### config.mk
export PLATFORM = sky130hd
export DESIGN_NAME = std_mem_d1_arbiter
export DESIGN_NICKNAME = d
export VERILOG_FILES = /design/src/rtl/std_arb_pkg.sv /design/src/rtl/std_rr_picker.sv /design/src/rtl/std_mem_d1_arbiter.sv
export SDC_FILE = /design/constraint.sdc
export NUM_CORES = 1
export LEC_CHECK = 0
export CORE_MARGIN = 2
export CORE_UTILIZATION = 29
export DETAILED_ROUTE_END_ITERATION = 7
export PLACE_DENSITY = 0.87
export SETUP_SLACK_MARGIN = 0.5
export SYNTH_ARGS = -nofsm -noshare
export SYNTH_HDL_FRONTEND = slang
export SYNTH_SLANG_ARGS = --single-unit
export TNS_END_PERCENT = 10
### constraint.sdc
create_clock -name clk -period 1.4 [get_ports clk]
set_clock_uncertainty 0.05 [all_clocks]
set_input_delay 0.21 -clock clk [delete_from_list [all_inputs] [get_ports clk]]
set_output_delay 0.21 -clock clk [all_outputs]
set_load 0.03 [all_outputs]
### src/rtl/std_arb_pkg.sv
// Shared types and sizing helpers for the round-robin memory arbiter.
package std_arb_pkg;

  typedef enum logic [1:0] {
    IDLE,
    ACCESS,
    WAIT_WR,
    DONE
  } state_t;

  function automatic int unsigned grant_width(input int unsigned n);
    return (n > 2) ? unsigned'($clog2(n)) : 1;
  endfunction

endpackage

### src/rtl/std_rr_picker.sv
// Combinational round-robin picker: first set request at or above rr_ptr, wrapping.
module std_rr_picker
  import std_arb_pkg::*;
#(
  parameter int unsigned NUM_REQ = 2,
  localparam int unsigned GW = grant_width(NUM_REQ)
) (
  input  logic [NUM_REQ-1:0] req,
  input  logic [GW-1:0]      rr_ptr,
  output logic               valid,
  output logic [GW-1:0]      grant
);

  always_comb begin
    int unsigned idx;
    valid = 1'b0;
    grant = '0;
    idx   = 0;
    for (int unsigned i = 0; i < NUM_REQ; i++) begin
      idx = (32'(rr_ptr) + i) % NUM_REQ;
      if (!valid && req[idx]) begin
        valid = 1'b1;
        grant = GW'(idx);
      end
    end
  end

endmodule

### src/rtl/std_mem_d1_arbiter.sv
// Round-robin arbiter serialising NUM_REQ go/done requesters onto one std_mem_d1.
module std_mem_d1_arbiter
  import std_arb_pkg::*;
#(
  parameter int unsigned WIDTH    = 32,
  parameter int unsigned IDX_SIZE = 4,
  parameter int unsigned NUM_REQ  = 2
) (
  input  logic                        clk,
  input  logic                        reset,
  input  logic [NUM_REQ-1:0]          req_go,
  input  logic [NUM_REQ-1:0]          req_write_en,
  input  logic [NUM_REQ*IDX_SIZE-1:0] req_addr0,
  input  logic [NUM_REQ*WIDTH-1:0]    req_write_data,
  output logic [NUM_REQ-1:0]          req_done,
  output logic [WIDTH-1:0]            req_read_data,
  output logic [IDX_SIZE-1:0]         mem_addr0,
  output logic [WIDTH-1:0]            mem_write_data,
  output logic                        mem_write_en,
  input  logic [WIDTH-1:0]            mem_read_data,
  input  logic                        mem_done
);

  localparam int unsigned GW = grant_width(NUM_REQ);

  state_t            state, state_next;
  logic [GW-1:0]     g, rr_ptr, pick;
  logic              pick_valid;
  logic [WIDTH-1:0]  rd_q;
  logic [IDX_SIZE-1:0] addr_arr [NUM_REQ];
  logic [WIDTH-1:0]    data_arr [NUM_REQ];

  always_comb begin
    for (int unsigned i = 0; i < NUM_REQ; i++) begin
      addr_arr[i] = req_addr0[i*IDX_SIZE +: IDX_SIZE];
      data_arr[i] = req_write_data[i*WIDTH +: WIDTH];
    end
  end

  std_rr_picker #(.NUM_REQ(NUM_REQ)) u_picker (
    .req    (req_go),
    .rr_ptr (rr_ptr),
    .valid  (pick_valid),
    .grant  (pick)
  );

  always_ff @(posedge clk) begin
    if (reset) state <= IDLE;
    else       state <= state_next;
  end

  always_comb begin
    state_next     = state;
    mem_addr0      = '0;
    mem_write_data = '0;
    mem_write_en   = 1'b0;
    req_done       = '0;
    case (state)
      IDLE: if (pick_valid) state_next = ACCESS;
      ACCESS: begin
        mem_addr0      = addr_arr[g];
        mem_write_data = data_arr[g];
        if (req_write_en[g]) begin
          mem_write_en = 1'b1;
          state_next   = WAIT_WR;
        end else begin
          state_next = DONE;
        end
      end
      WAIT_WR: begin
        mem_addr0      = addr_arr[g];
        mem_write_data = data_arr[g];
        if (mem_done) state_next = DONE;
      end
      DONE: begin
        req_done[g] = 1'b1;
        state_next  = IDLE;
      end
      default: state_next = IDLE;
    endcase
  end

  // Grant, pointer and read capture only move on the FSM's own transitions.
  always_ff @(posedge clk) begin
    if (reset) begin
      g      <= '0;
      rr_ptr <= '0;
      rd_q   <= '0;
    end else begin
      if (state == IDLE && pick_valid) g <= pick;
      if (state == ACCESS && !req_write_en[g]) rd_q <= mem_read_data;
      if (state == DONE) rr_ptr <= (g == GW'(NUM_REQ - 1)) ? '0 : g + GW'(1);
    end
  end

  assign req_read_data = rd_q;

endmodule
==> results.txt, run 1 <==
Post-synth EDFFs = 0
Clk Latency, worst-skew pair = 270 ps
clock buffer depth = 2
Die Wd = 90.5 um
final instance area = 5120 sq um
f_max = 0.562 GHz
critical path launch point type = register
Unique masters post-synth = 25
CP Max Fanout = 9
post-route setup slack = -380 ps
ys flop type = dfxtp_1
Via Count = 2736
initial antenna violation count = 1
Buf+Inv Stages, Crit Path = 3
final setup fails = 72
post-layout util = 0.707
Final nets = 567
die height = 90.5 um
Slew headroom = 0.755
hold_buf cts = 0
Final HPWL DP = 6340 um
TritonCTS clock tree = done
Synthesized Nets = 375
GR Util All Layers = 0.218
synth warn = 0
commonest non-fill, non-tap cell in the layout = clkdlybuf4s50_1
Final period util = 1.27
Critical Path RT = 1140 ps
crit-path cells = buf_12 -> buf_8 -> mux2i_2 -> nor2b_4 -> buf_6
standard-cell rows = 31
Top Family by Delay on Critical Path = buffers and inverters
die area = 8200 sq um
sequential fraction of design power = 0.138
status = complete, but fails checks
Cell Pwr Density = 1920 nW/um^2
Post-route DRC = 0
RSZ-0062 raised after global routing = yes
Critical Path Sink Type = output pin
Tmin final = 1780 ps
cts bufs inserted = 5
Yosys reg bits = 36
layout cells sized above 1 = 0.430
most frequent cells in the layout = clkdlybuf4s50_1 (110), buf_6 (70), nor2b_4 (36), dfxtp_1 (33), nand3_1 (32)
Hold Violations, Final = 0
CP arrival = 1520 ps
failing checks = negative setup slack
Post-Syn Instances = 259
Critical-path top delay cell = dfxtp_2
Detailed Routing Iterations Pass 1 = 4
Pins Over Slew Limit = 0
core box area = 7250 sq um
Setup TNS Final = -15770 ps
first-pass GRT wire length = 14400 um
clock slew seen by the registers of the worst setup and hold paths = 70 ps
Area Growth Syn to Fin = 136%
largest net degree at the start of global routing = 37
average size of a mapped cell = 8.39 sq um
Vias/cell = 4.97
DR WL/cell = 17.9 um
fillcell total = 529
Clock Sinks = 36
Post-synth ARST share = 0
Min Hold Slack = 438 ps
worst hold path class = reg -> reg
clock root cell = clkbuf_8
maximum vdd ir drop = 1.57 mV
Antenna Violating Nets Remaining = 0
Post-Syn Area = 2170 sq um
Int Power = 0.00568 W
Pwr Total = 0.00982 W
placed inst area = 4380 sq um
Logic pwr share = 0.783
H-tree levels = 2
P_leak = 1.96 nW
total gr overflow = 0
CP Class = reg -> out
Sw Ratio = 0.421
placer congestion estimate = 0.774
# Max-Cap Violations = 0
total wire length = 9860 um
DRT iter0 DRCs = 102
Tightest Pin Transition = 367 ps
PortBufs = 181
Clk pwr share = 0.078
switching pwr = 0.00414 W
Ports = 182
CP max stage delay = 340 ps
number of global-route vias before repair = 2903
sequential-to-total area share from yosys stat = 0.332
initial core utilization = 0.299
worst min-delay path: cells and delay by family, from the launching register on:
family           cells  cell delay (ps)
DFF                  1              310
and+or+nand+nor      2              140
sequential cells by signal, indices dropped and copies added (netlist names):
register	flops
req_read_data	32
state	2
g	1
rr_ptr	1
cell families after synthesis:
group | after synthesis | synth area share
and+or+nand+nor | 82 | 0.213
AOI/OAI and AO/OA | 69 | 0.167
muxes | 38 | 0.183
DFF | 36 | 0.332
buffers and inverters | 29 | 0.0766
adders and majority gates | 5 | 0.0288
stage by stage:
step / setup slack, ps / std cells
floorplan: -19.4 / 259
global placement: -192 / 538
detailed placement: -240 / 538
CTS: -333 / 549
global route: -447 / 551
finish: -380 / 551
synthesized netlist by cell type, types with 2 or more instances:
library cell | count | area, sq um
o21ai_0 | 28 | 140
mux2i_1 | 36 | 360
dfxtp_1 | 36 | 721
nor2_1 | 4 | 15.0
clkbuf_2 | 3 | 15.0
clkbuf_1 | 10 | 37.5
o21ai_1 | 5 | 25.0
buf_6 | 6 | 67.6
nor2b_1 | 38 | 238
inv_1 | 3 | 11.3
buf_2 | 7 | 35.0
nand2b_1 | 2 | 12.5
nor3_1 | 2 | 10.0
ha_1 | 5 | 62.6
a21oi_1 | 33 | 165
nand3_1 | 32 | 160
power groups by stage:
| stage | Clock (W) | Combinational (W) | Sequential [W] |
|---|---|---|---|
| floorplan | 0 | 0.00400 | 0.00161 |
| global placement | 0 | 0.00619 | 0.00133 |
| detailed placement | 0 | 0.00631 | 0.00134 |
| CTS | 0.000797 | 0.00718 | 0.00134 |
| global route | 0.000842 | 0.00803 | 0.00138 |
| finish | 0.000768 | 0.00769 | 0.00136 |
per-layer routing:
metal  wire, um  global-route usage  up-vias
met1       3430               0.233     1294
met5          0                   0        -
met2       5500               0.417      135
met3        716              0.0576       14
met4        224              0.0590        0
li1           -                   -     1293
repair_timing:
item / CTS / global route
endpoints found under the setup margin: 107 / 107
pin swaps: 3 / 4
gates cloned: 1 / 1
setup buffers: 3 / 0
gates resized for setup: 331 / 32
worst paths after layout:
check,cells after the start,startpoint,slack [ps],to
setup reg to reg,5,g,-150,req_read_data[31]
hold / removal,2,rr_ptr,440,rr_ptr
setup / recovery,5,g,-380,mem_write_data[1]
hold reg to reg,2,rr_ptr,440,rr_ptr
area by class of cell:
| cell class | instances | area [sq um] | share of cell area |
|---|---|---|---|
| timing repair buffer | 211 | 2290 | 0.447 |
| inverter | 3 | 13.8 | 0.00269 |
| antenna | 1 | 2.50 | 0.000488 |
| sequential | 36 | 727 | 0.142 |
| tap | 99 | 124 | 0.0242 |
| multi-input combinational | 194 | 1870 | 0.365 |
| clock buffer | 7 | 96.3 | 0.0188 |
No activity file was read; power rests on OpenSTA's default activity.
==> run 2: changes to the inputs <==
--- a/config.mk
+++ b/config.mk
@@ -7,10 +7,11 @@
 export LEC_CHECK = 0
 export CORE_MARGIN = 2
 export CORE_UTILIZATION = 29
+export CTS_CLUSTER_SIZE = 24
 export DETAILED_ROUTE_END_ITERATION = 7
+export MAX_ROUTING_LAYER = met4
 export PLACE_DENSITY = 0.87
 export SETUP_SLACK_MARGIN = 0.5
 export SYNTH_ARGS = -nofsm -noshare
 export SYNTH_HDL_FRONTEND = slang
 export SYNTH_SLANG_ARGS = --single-unit
-export TNS_END_PERCENT = 10
==> results.txt, run 2 (synthesis results as in run 1) <==
status = complete, but fails checks
failing checks = negative setup slack
DRT iter0 DRCs = 99
Antenna Violating Nets Remaining = 0
clock root cell = clkbuf_8
initial antenna violation count = 0
TritonCTS clock tree = done
Min Hold Slack = 417 ps
placer congestion estimate = 0.760
initial core utilization = 0.299
CP max stage delay = 370 ps
Vias/cell = 5.05
CP Max Fanout = 9
Pwr Total = 0.0106 W
critical path launch point type = register
core box area = 7250 sq um
Pins Over Slew Limit = 0
# Max-Cap Violations = 0
clock slew seen by the registers of the worst setup and hold paths = 80 ps
Hold Violations, Final = 0
CP Class = reg -> out
crit-path cells = inv_2 -> ha_4 -> clkbuf_16 -> nor2b_4 -> buf_6
die height = 90.5 um
largest net degree at the start of global routing = 37
GR Util All Layers = 0.232
Critical Path Sink Type = output pin
standard-cell rows = 31
H-tree levels = 2
Critical-path top delay cell = ha_4
first-pass GRT wire length = 14900 um
clock buffer depth = 2
DR WL/cell = 18.1 um
Tightest Pin Transition = 453 ps
post-route setup slack = -361 ps
final instance area = 5430 sq um
total wire length = 10200 um
Final HPWL DP = 6260 um
non-filler cells in the finished layout = 560
Clk Latency, worst-skew pair = 280 ps
Cell Pwr Density = 1950 nW/um^2
maximum vdd ir drop = 1.35 mV
Tmin final = 1760 ps
die area = 8200 sq um
final setup fails = 73
PortBufs = 181
worst hold path class = in -> reg
Post-Place Cells = 530
total gr overflow = 0
Clock Sinks = 36
number of flip-flops in the largest register = 32
hold_buf cts = 0
Die Wd = 90.5 um
CP arrival = 1500 ps
Ports = 182
P_leak = 2.05 nW
Detailed Routing Iterations Pass 1 = 5
f_max = 0.568 GHz
placed inst area = 4380 sq um
Critical Path RT = 1140 ps
number of global-route vias before repair = 2961
commonest non-fill, non-tap cell in the layout = clkdlybuf4s50_1
fillcell total = 475
RSZ-0062 raised after global routing = yes
layout cells sized above 1 = 0.555
Area Growth Syn to Fin = 150%
cts bufs inserted = 5
Final period util = 1.26
Final nets = 576
n_diodes = 0
Post-route DRC = 0
Slew headroom = 0.697
Via Count = 2828
most frequent cells in the layout = clkdlybuf4s50_1 (110), buf_6 (73), nor2b_4 (34), dfxtp_2 (34), o21ai_1 (32)
-- run 2: stage by stage --
step	TNS, ps	utilization	setup WS (ps)
after floorplan	-581	-	-19.4
after global placement	-3790	0.604	-133
after detailed placement	-5130	0.604	-170
after CTS	-18170	0.719	-344
after global routing	-24310	0.748	-429
final	-19640	0.748	-361
-- run 2: worst paths after layout --
path,startpoint,cells after the start,end,slack [ps]
worst max-delay path,state[0],5,mem_write_data[0],-360
worst min-delay path,mem_read_data[26],3,req_read_data[26],420
worst max register to register,g,6,req_read_data[28],-310
worst min register to register,req_read_data[13],2,req_read_data[13],440
-- run 2: cell type report --
type                    instances  area, sq um  area share
clock inverters                 3         42.5     0.00784
multi-input cells             194         1990       0.367
flip-flops and latches         36          767       0.141
repair buffers                220         2420       0.446
clock buffers                   5         68.8      0.0127
inverters                       3         13.8     0.00254
well taps                      99          124      0.0228
-- run 2: what timing repair did --
| item | CTS | global route |
|---|---|---|
| setup buffers | 10 | 5 |
| pin swaps | 3 | 5 |
| resized for setup | 351 | 23 |
| setup endpoints to repair | 107 | 107 |
| cloned | 4 | 3 |
-- run 2: per-layer routing --
| metal | GRT usage | vias to the layer above | share of wire |
|---|---|---|---|
| met1 | 0.247 | 1363 | 0.38 |
| met4 | 0.0705 | 0 | 0.013 |
| met3 | 0.0559 | 13 | 0.070 |
| met2 | 0.425 | 141 | 0.54 |
| li1 | - | 1311 | - |
| met5 | - | - | 0 |
-- run 2: power breakdown --
part           total (W)  switching, W  internal [W]
clock network   0.000912      0.000385      0.000527
logic            0.00827       0.00387       0.00440
registers        0.00139      0.000145       0.00125
total             0.0106       0.00440       0.00617
-- run 2: critical path, delay by kind of cell, from the launching register on --
family,cells,cell delay [ps]
buf+inv,3,350
flops,1,350
simple gates,1,140
fa+ha+maj,1,370
==> run 3: changes to the inputs <==
--- a/config.mk
+++ b/config.mk
@@ -9,6 +9,7 @@
 export CORE_UTILIZATION = 29
 export CTS_CLUSTER_SIZE = 24
 export DETAILED_ROUTE_END_ITERATION = 7
+export GPL_ROUTABILITY_DRIVEN = 0
 export MAX_ROUTING_LAYER = met4
 export PLACE_DENSITY = 0.87
 export SETUP_SLACK_MARGIN = 0.5
==> results of run 3 <==
No change in the layout: final DEF, timing and power equal those of run 2.
